$ cat config.mk
export PLATFORM = sky130hd
export DESIGN_NAME = load_store_unit
export DESIGN_NICKNAME = d
export VERILOG_FILES = /design/src/rtl/load_store_unit.sv
export SDC_FILE = /design/constraint.sdc
export NUM_CORES = 1
export LEC_CHECK = 0
export CORE_AREA = 5 5 109 188
export DETAILED_ROUTE_END_ITERATION = 6
export DIE_AREA = 0 0 114 193
export PLACE_DENSITY = 0.67
export SETUP_SLACK_MARGIN = 0.3
export SLEW_MARGIN = 20
export SYNTH_ARGS = -nofsm -noshare
export SYNTH_HDL_FRONTEND = slang
export SYNTH_SLANG_ARGS = --single-unit
$ cat constraint.sdc
create_clock -name clk -period 6.2 [get_ports clk]
set_clock_uncertainty 0.2 [all_clocks]
set_input_delay 1.24 -clock clk [delete_from_list [all_inputs] [get_ports clk]]
set_output_delay 1.24 -clock clk [all_outputs]
set_load 0.05 [all_outputs]
$ cat src/rtl/load_store_unit.sv
// Load/store unit between the execute/memory stage and a synchronous,
// byte-enabled data memory (18-bit byte address, 32-bit data).
//
// Ports:
//   clk, rst           clock (rising edge), asynchronous active-high reset
//   req_valid/req_we   request present / 1 = store, 0 = load
//   req_size           00 byte, 01 half, 10/11 word
//   req_unsigned       zero-extend load result
//   req_addr/req_wdata byte address / right-justified store data
//   busy               stall; request accepted only when req_valid && !busy
//   rsp_valid/rsp_rdata load result valid / extended load result
//   mem_write, byte_en, write_addr, write_data   memory write port
//   read_addr, mem_rdata                         memory read port (1-cycle latency)
//
// Accesses crossing a word boundary are split into two consecutive memory
// accesses; busy is high during the second one.
module load_store_unit (
  input  logic        clk,
  input  logic        rst,
  input  logic        req_valid,
  input  logic        req_we,
  input  logic [1:0]  req_size,
  input  logic        req_unsigned,
  input  logic [17:0] req_addr,
  input  logic [31:0] req_wdata,
  output logic        busy,
  output logic        rsp_valid,
  output logic [31:0] rsp_rdata,
  output logic        mem_write,
  output logic [3:0]  byte_en,
  output logic [17:0] write_addr,
  output logic [17:0] read_addr,
  output logic [31:0] write_data,
  input  logic [31:0] mem_rdata
);

  typedef enum logic [1:0] {IDLE, LD_HI, ST_HI} state_t;

  state_t      state, state_nxt;

  logic [1:0]  req_off;
  logic [15:0] req_k;
  logic [3:0]  req_mask;
  logic        req_split;
  logic        accept;

  logic [1:0]  lat_off;
  logic [1:0]  lat_size;
  logic        lat_uns;
  logic        lat_split;
  logic [15:0] lat_k;
  logic [15:0] lat_k_inc;
  logic [3:0]  lat_mask;
  logic [31:0] lat_wdata;
  logic [31:0] lo_buf;
  logic        ld_pending;
  logic        ld_pending_nxt;

  logic [1:0]  sel_off;
  logic [3:0]  sel_mask;
  logic [31:0] sel_wdata;
  logic [7:0]  be_wide;
  logic [63:0] wd_wide;

  logic [63:0] rd_wide;
  logic [31:0] rd_src;
  logic [31:0] rd_ext;

  assign req_off   = req_addr[1:0];
  assign req_k     = req_addr[17:2];
  assign accept    = req_valid && (state == IDLE);
  assign lat_k_inc = lat_k + 16'd1;

  always_comb begin
    req_mask = 4'b1111;
    case (req_size)
      2'b00:   req_mask = 4'b0001;
      2'b01:   req_mask = 4'b0011;
      default: req_mask = 4'b1111;
    endcase
  end

  // Split when the access spills past byte lane 3.
  assign req_split = ((req_size == 2'b01) && (req_off == 2'd3)) ||
                     (req_size[1] && (req_off != 2'd0));

  // One shifter serves both halves of a store: the low half comes from the
  // live request in IDLE, the high half from the latched copy in ST_HI.
  assign sel_off   = (state == ST_HI) ? lat_off   : req_off;
  assign sel_mask  = (state == ST_HI) ? lat_mask  : req_mask;
  assign sel_wdata = (state == ST_HI) ? lat_wdata : req_wdata;
  assign be_wide   = {4'b0000, sel_mask} << sel_off;
  assign wd_wide   = {32'h0, sel_wdata} << {sel_off, 3'b000};

  always_comb begin
    state_nxt  = state;
    busy       = 1'b0;
    mem_write  = 1'b0;
    byte_en    = '0;
    write_data = '0;
    read_addr  = {req_k, 2'b00};
    write_addr = {req_k, 2'b00};
    case (state)
      IDLE: begin
        if (accept) begin
          if (req_split) state_nxt = req_we ? ST_HI : LD_HI;
          if (req_we) begin
            mem_write  = 1'b1;
            byte_en    = be_wide[3:0];
            write_data = wd_wide[31:0];
          end
        end
      end
      LD_HI: begin
        busy       = 1'b1;
        read_addr  = {lat_k_inc, 2'b00};
        write_addr = {lat_k_inc, 2'b00};
        state_nxt  = IDLE;
      end
      ST_HI: begin
        busy       = 1'b1;
        read_addr  = {lat_k_inc, 2'b00};
        write_addr = {lat_k_inc, 2'b00};
        mem_write  = 1'b1;
        byte_en    = be_wide[7:4];
        write_data = wd_wide[63:32];
        state_nxt  = IDLE;
      end
      default: state_nxt = IDLE;
    endcase
    // Write strobes must stay quiet for the whole reset pulse, not just
    // after the state register has been cleared.
    if (rst) begin
      mem_write  = 1'b0;
      byte_en    = '0;
      write_data = '0;
    end
  end

  assign ld_pending_nxt = (accept && !req_we && !req_split) || (state == LD_HI);

  always_ff @(posedge clk or posedge rst) begin
    if (rst) begin
      state      <= IDLE;
      ld_pending <= 1'b0;
      lo_buf     <= '0;
      lat_off    <= '0;
      lat_size   <= '0;
      lat_uns    <= 1'b0;
      lat_split  <= 1'b0;
      lat_k      <= '0;
      lat_mask   <= '0;
      lat_wdata  <= '0;
    end else begin
      state      <= state_nxt;
      ld_pending <= ld_pending_nxt;
      if (accept) begin
        lat_off   <= req_off;
        lat_size  <= req_size;
        lat_uns   <= req_unsigned;
        lat_split <= req_split;
        lat_k     <= req_k;
        lat_mask  <= req_mask;
        lat_wdata <= req_wdata;
      end
      if (state == LD_HI) lo_buf <= mem_rdata;
    end
  end

  assign rd_wide = lat_split ? {mem_rdata, lo_buf} : {32'h0, mem_rdata};
  assign rd_src  = 32'(rd_wide >> {lat_off, 3'b000});

  always_comb begin
    rd_ext = rd_src;
    case (lat_size)
      2'b00:   rd_ext = lat_uns ? {24'h0, rd_src[7:0]}  : {{24{rd_src[7]}},  rd_src[7:0]};
      2'b01:   rd_ext = lat_uns ? {16'h0, rd_src[15:0]} : {{16{rd_src[15]}}, rd_src[15:0]};
      default: rd_ext = rd_src;
    endcase
  end

  assign rsp_valid = ld_pending;
  assign rsp_rdata = ld_pending ? rd_ext : '0;

endmodule

==> results <==
- The run finished with clean final reports.
- The number of antenna violations at the first check in global routing is 2.
- The number of inserted filler cells in the final layout is 1862.
- The critical-path cell with the highest stage delay is clkdlybuf4s50_1.
- Pin placement for this block handled 196 I/O pins.
- CTS placed an instance of clkbuf_16 at the clock tree root.
- The total detailed-routing wirelength is 23800 microns.
- The commonest non-fill, non-tap cell in the layout is nand2_1.
- In this design, the stage delay of the slowest critical-path cell is 860 ps.
- The count of buffers inserted at the top-level ports is 191.
- Across the whole layout, storage elements account for 2310 sq um.
- The first global-routing pass estimated 37300 microns of wire.
- The number of global-route vias before repair is 7136.
- Each instance of the synthesized netlist takes up on average 8.20 sq um.
- Summing all multi-input logic gate instances after layout gives 4560 sq um.
- The worst path setup slack after routing is 575 ps.
- The HPWL after detailed placement is 17000 microns.
- The initialized floorplan defines 67 standard-cell rows.
- The maximum resistive drop on vdd is 0.000549 V.
- After clock tree synthesis, the clock-pin slew on the worst setup and hold paths is 70 ps.
- The final period utilization is 90.7%.
- The post-CTS setup repair buffer count is 0.
- At the worst endpoint, the required time is 4760 ps.
- The die outline width is 114 microns.
- Traced cell by cell, the critical path runs through clkdlybuf4s50_1 -> and2_2 -> buf_4 -> nand3_1 -> a21oi_1 -> o22ai_1 -> a21oi_1 -> clkdlybuf4s50_1.
- The post-cts gate resize count is 0.
- The die span in y is 193 microns.
- The class of the worst hold path is flop to flop.
- The share of total power dissipated in combinational logic is 68.0%.
- The startpoint type of the worst setup path is a primary input.
- For this block, the via count after detailed routing is 7093.
- The static leakage is 3.90 nW.
- The number of clock buffers added by TritonCTS is 9.
- The max-cap check violation count is 0.
- Timing analysis after detailed placement gives a worst setup slack of 700 ps.
- The share of flip-flops with an asynchronous set or reset after synthesis is 100%.
- The number of storage elements in the synthesis netlist is 92.
- In this run the worst path has a maximum fanout of 27.
- Setup violations remaining at the end of the flow were counted as 0.
- The total count of max-transition violations in the final report came to 0.
- Clock latency on the worst-skew pair, taken at its later pin, is 340 ps.
- The clock tree from TritonCTS is built.
- Based on the critical path, the design can be clocked at up to 178 MHz.
- The number of design-rule violations left by the first detailed-router iteration is 429.
- Relative to the synthesized area, the layout overhead comes to 29.5%.
- The switching part of the total power is 53.8%.
- Counting flops with a built-in enable in the synthesized netlist gives 0.
- The global route total overflow is 0.
- The setup TNS is 0 ps.
- The slew at the pin closest to its max-slew limit is 909 ps.
- The floorplan step defined a core boundary enclosing 18900 sq um.
- The internal power of the cells totals 2.61 mW.
- The detail route stage leaves a number of antenna-violating nets equal to 0.
- At the end of the flow, the number of nets in the layout was 1119.
- The clock passes through at most 2 buffers.
- The full die area is 22000 sq um.
- For this configuration, the core starts out at a cell density of 38.9%.
- The count of endpoints failing hold in the final timing report came to 0.
- The synthesized netlist occupies a cell area of 7340 sq um.
- The total of hold buffers inserted after clock tree synthesis is 0.
- In the routed layout, each cell is associated on average with a via count of 5.57.
- Setup repair after global routing left no endpoint under its margin.
- Entering global routing, the biggest net connects 71 pins.
- The number of unique standard cell types used by synthesis is 53.
- The DRC violations left is 0.
- In this run, flip-flops and latches consume 22.7% of the power.
- The number of sinks driven by the clock tree is 92.
- The clock tree synthesis step divided the H-tree into 3 levels.
- The library cells used most frequently in the layout, excluding fill and tap cells, are nand2_1 (196), clkdlybuf4s50_1 (182), dfrtp_1 (90), a21oi_1 (76), nor2_1 (69).
- After synthesis, flip-flops and latches occupy 31.4% of the total area.
- STA puts the critical path data arrival time at 4190 ps.
- Cells with a size suffix above 1 make up 13.1% of the layout.
- In this run the power spent charging and discharging nets is 3.04 mW.
- The clock network fraction of design power is 9.3%.
- The minimum clock period after layout is 5630 ps.
- The global-route usage over all layers is 21.2%.
- The critical path start-end classification is primary input to output port.
- The count of TritonRoute iterations in the first routing pass is 5.
- The weighted congestion reported at the end of routability-driven placement is 0.842.
- The predominant post-synthesis flop cell is dfrtp_1.
- Synthesis handed over a netlist of 895 instances.
- The number of warning messages in the yosys log is 0.
- The power density over cell area is 595 nW/um^2.
- The relative max-transition margin is 39.4%.
- Dividing the detail-routed wire length by the instance count gives 18.7 microns.
- The category of the worst setup path capture point is an output port.
metrics by stage:
step                      hold slack, ps  power (mW)  instances  cell area (sq um)  util (%)
after floorplan                      239        4.14        898               7350         -
after global placement               281        5.11       1256               9220      48.9
after detailed placement             286        5.15       1256               9220      48.9
after CTS                            303        5.69       1272               9490      50.3
after global routing                 328        6.02       1274               9500      50.4
final                                299        5.65       1274               9500      50.4
power by group through the flow:
stage               Sequential (mW)  Clock [mW]  Combinational (mW)
CTS                            1.28       0.542                3.86
global placement               1.28           0                3.83
detailed placement             1.29           0                3.85
finish                         1.28       0.528                3.84
global route                   1.33       0.562                4.12
floorplan                      1.09           0                3.05
cell type report:
cell class	count	share of cell area [%]
timing repair buffer	208	21.2
clock inverter	6	0.487
tap	241	3.17
inverter	10	0.434
multi-input combinational	705	48.0
sequential	92	24.3
antenna	2	0.0527
clock buffer	10	2.41
cell usage after synthesis, types with 21 or more instances:
library cell / count / area (sq um)
a211oi_1: 32 / 240
a21oi_1: 76 / 380
buf_4: 25 / 188
clkbuf_1: 48 / 180
dfrtp_1: 92 / 2300
mux2_2: 43 / 484
mux2i_1: 59 / 591
nand2_1: 197 / 739
nand3_1: 21 / 105
nor2_1: 69 / 259
nor2b_1: 33 / 206
o21ai_0: 32 / 160
metal layers:
metal	GRT usage, %	wire (microns)	vias up
met5	0	0	-
met4	8.87	800	0
met3	2.87	1170	49
met2	39.2	12900	247
met1	24.1	8940	3398
li1	-	-	3399
critical path, delay by kind of cell:
family	cells	cell delay (ps)
compound gates	3	590
simple gates	2	620
buf+inv	3	1730
final timing paths:
| check | slack, ps | to | start | depth (start not counted) |
|---|---|---|---|---|
| max in group asynchronous | 3220 | lat_off[0] | rst | 4 |
| setup / recovery | 570 | byte_en[2] | req_valid | 8 |
| hold reg to reg | 300 | lat_k[15] | lat_k[15] | 2 |
| hold / removal | 300 | lat_k[15] | lat_k[15] | 2 |
| min in group asynchronous | 1310 | lat_wdata[6] | rst | 3 |
| setup reg to reg | 4290 | lat_k[7] | state[0] | 6 |
flip-flops by register name (all words and copies together) (netlist names):
register	count
lat_mask	3
lat_uns	1
lat_size	2
lo_buf	32
rsp_valid	1
lat_split	1
lat_wdata	32
lat_off	2
state	2
lat_k	16
cell families (layout without fill, tap and decap cells):
family,after synthesis,after routing,synth area share [%]
AOI/OAI and AO/OA,201,201,18.2
xor gates and xnor gates,15,15,1.79
adders and majority gates,4,4,0.682
buffers and inverters,101,234,6.87
DFF,92,92,31.4
muxes,119,119,19.7
other,1,6,0.0511
and+or+nand+nor,362,362,21.4
No activity file was read; power rests on OpenSTA's default activity.
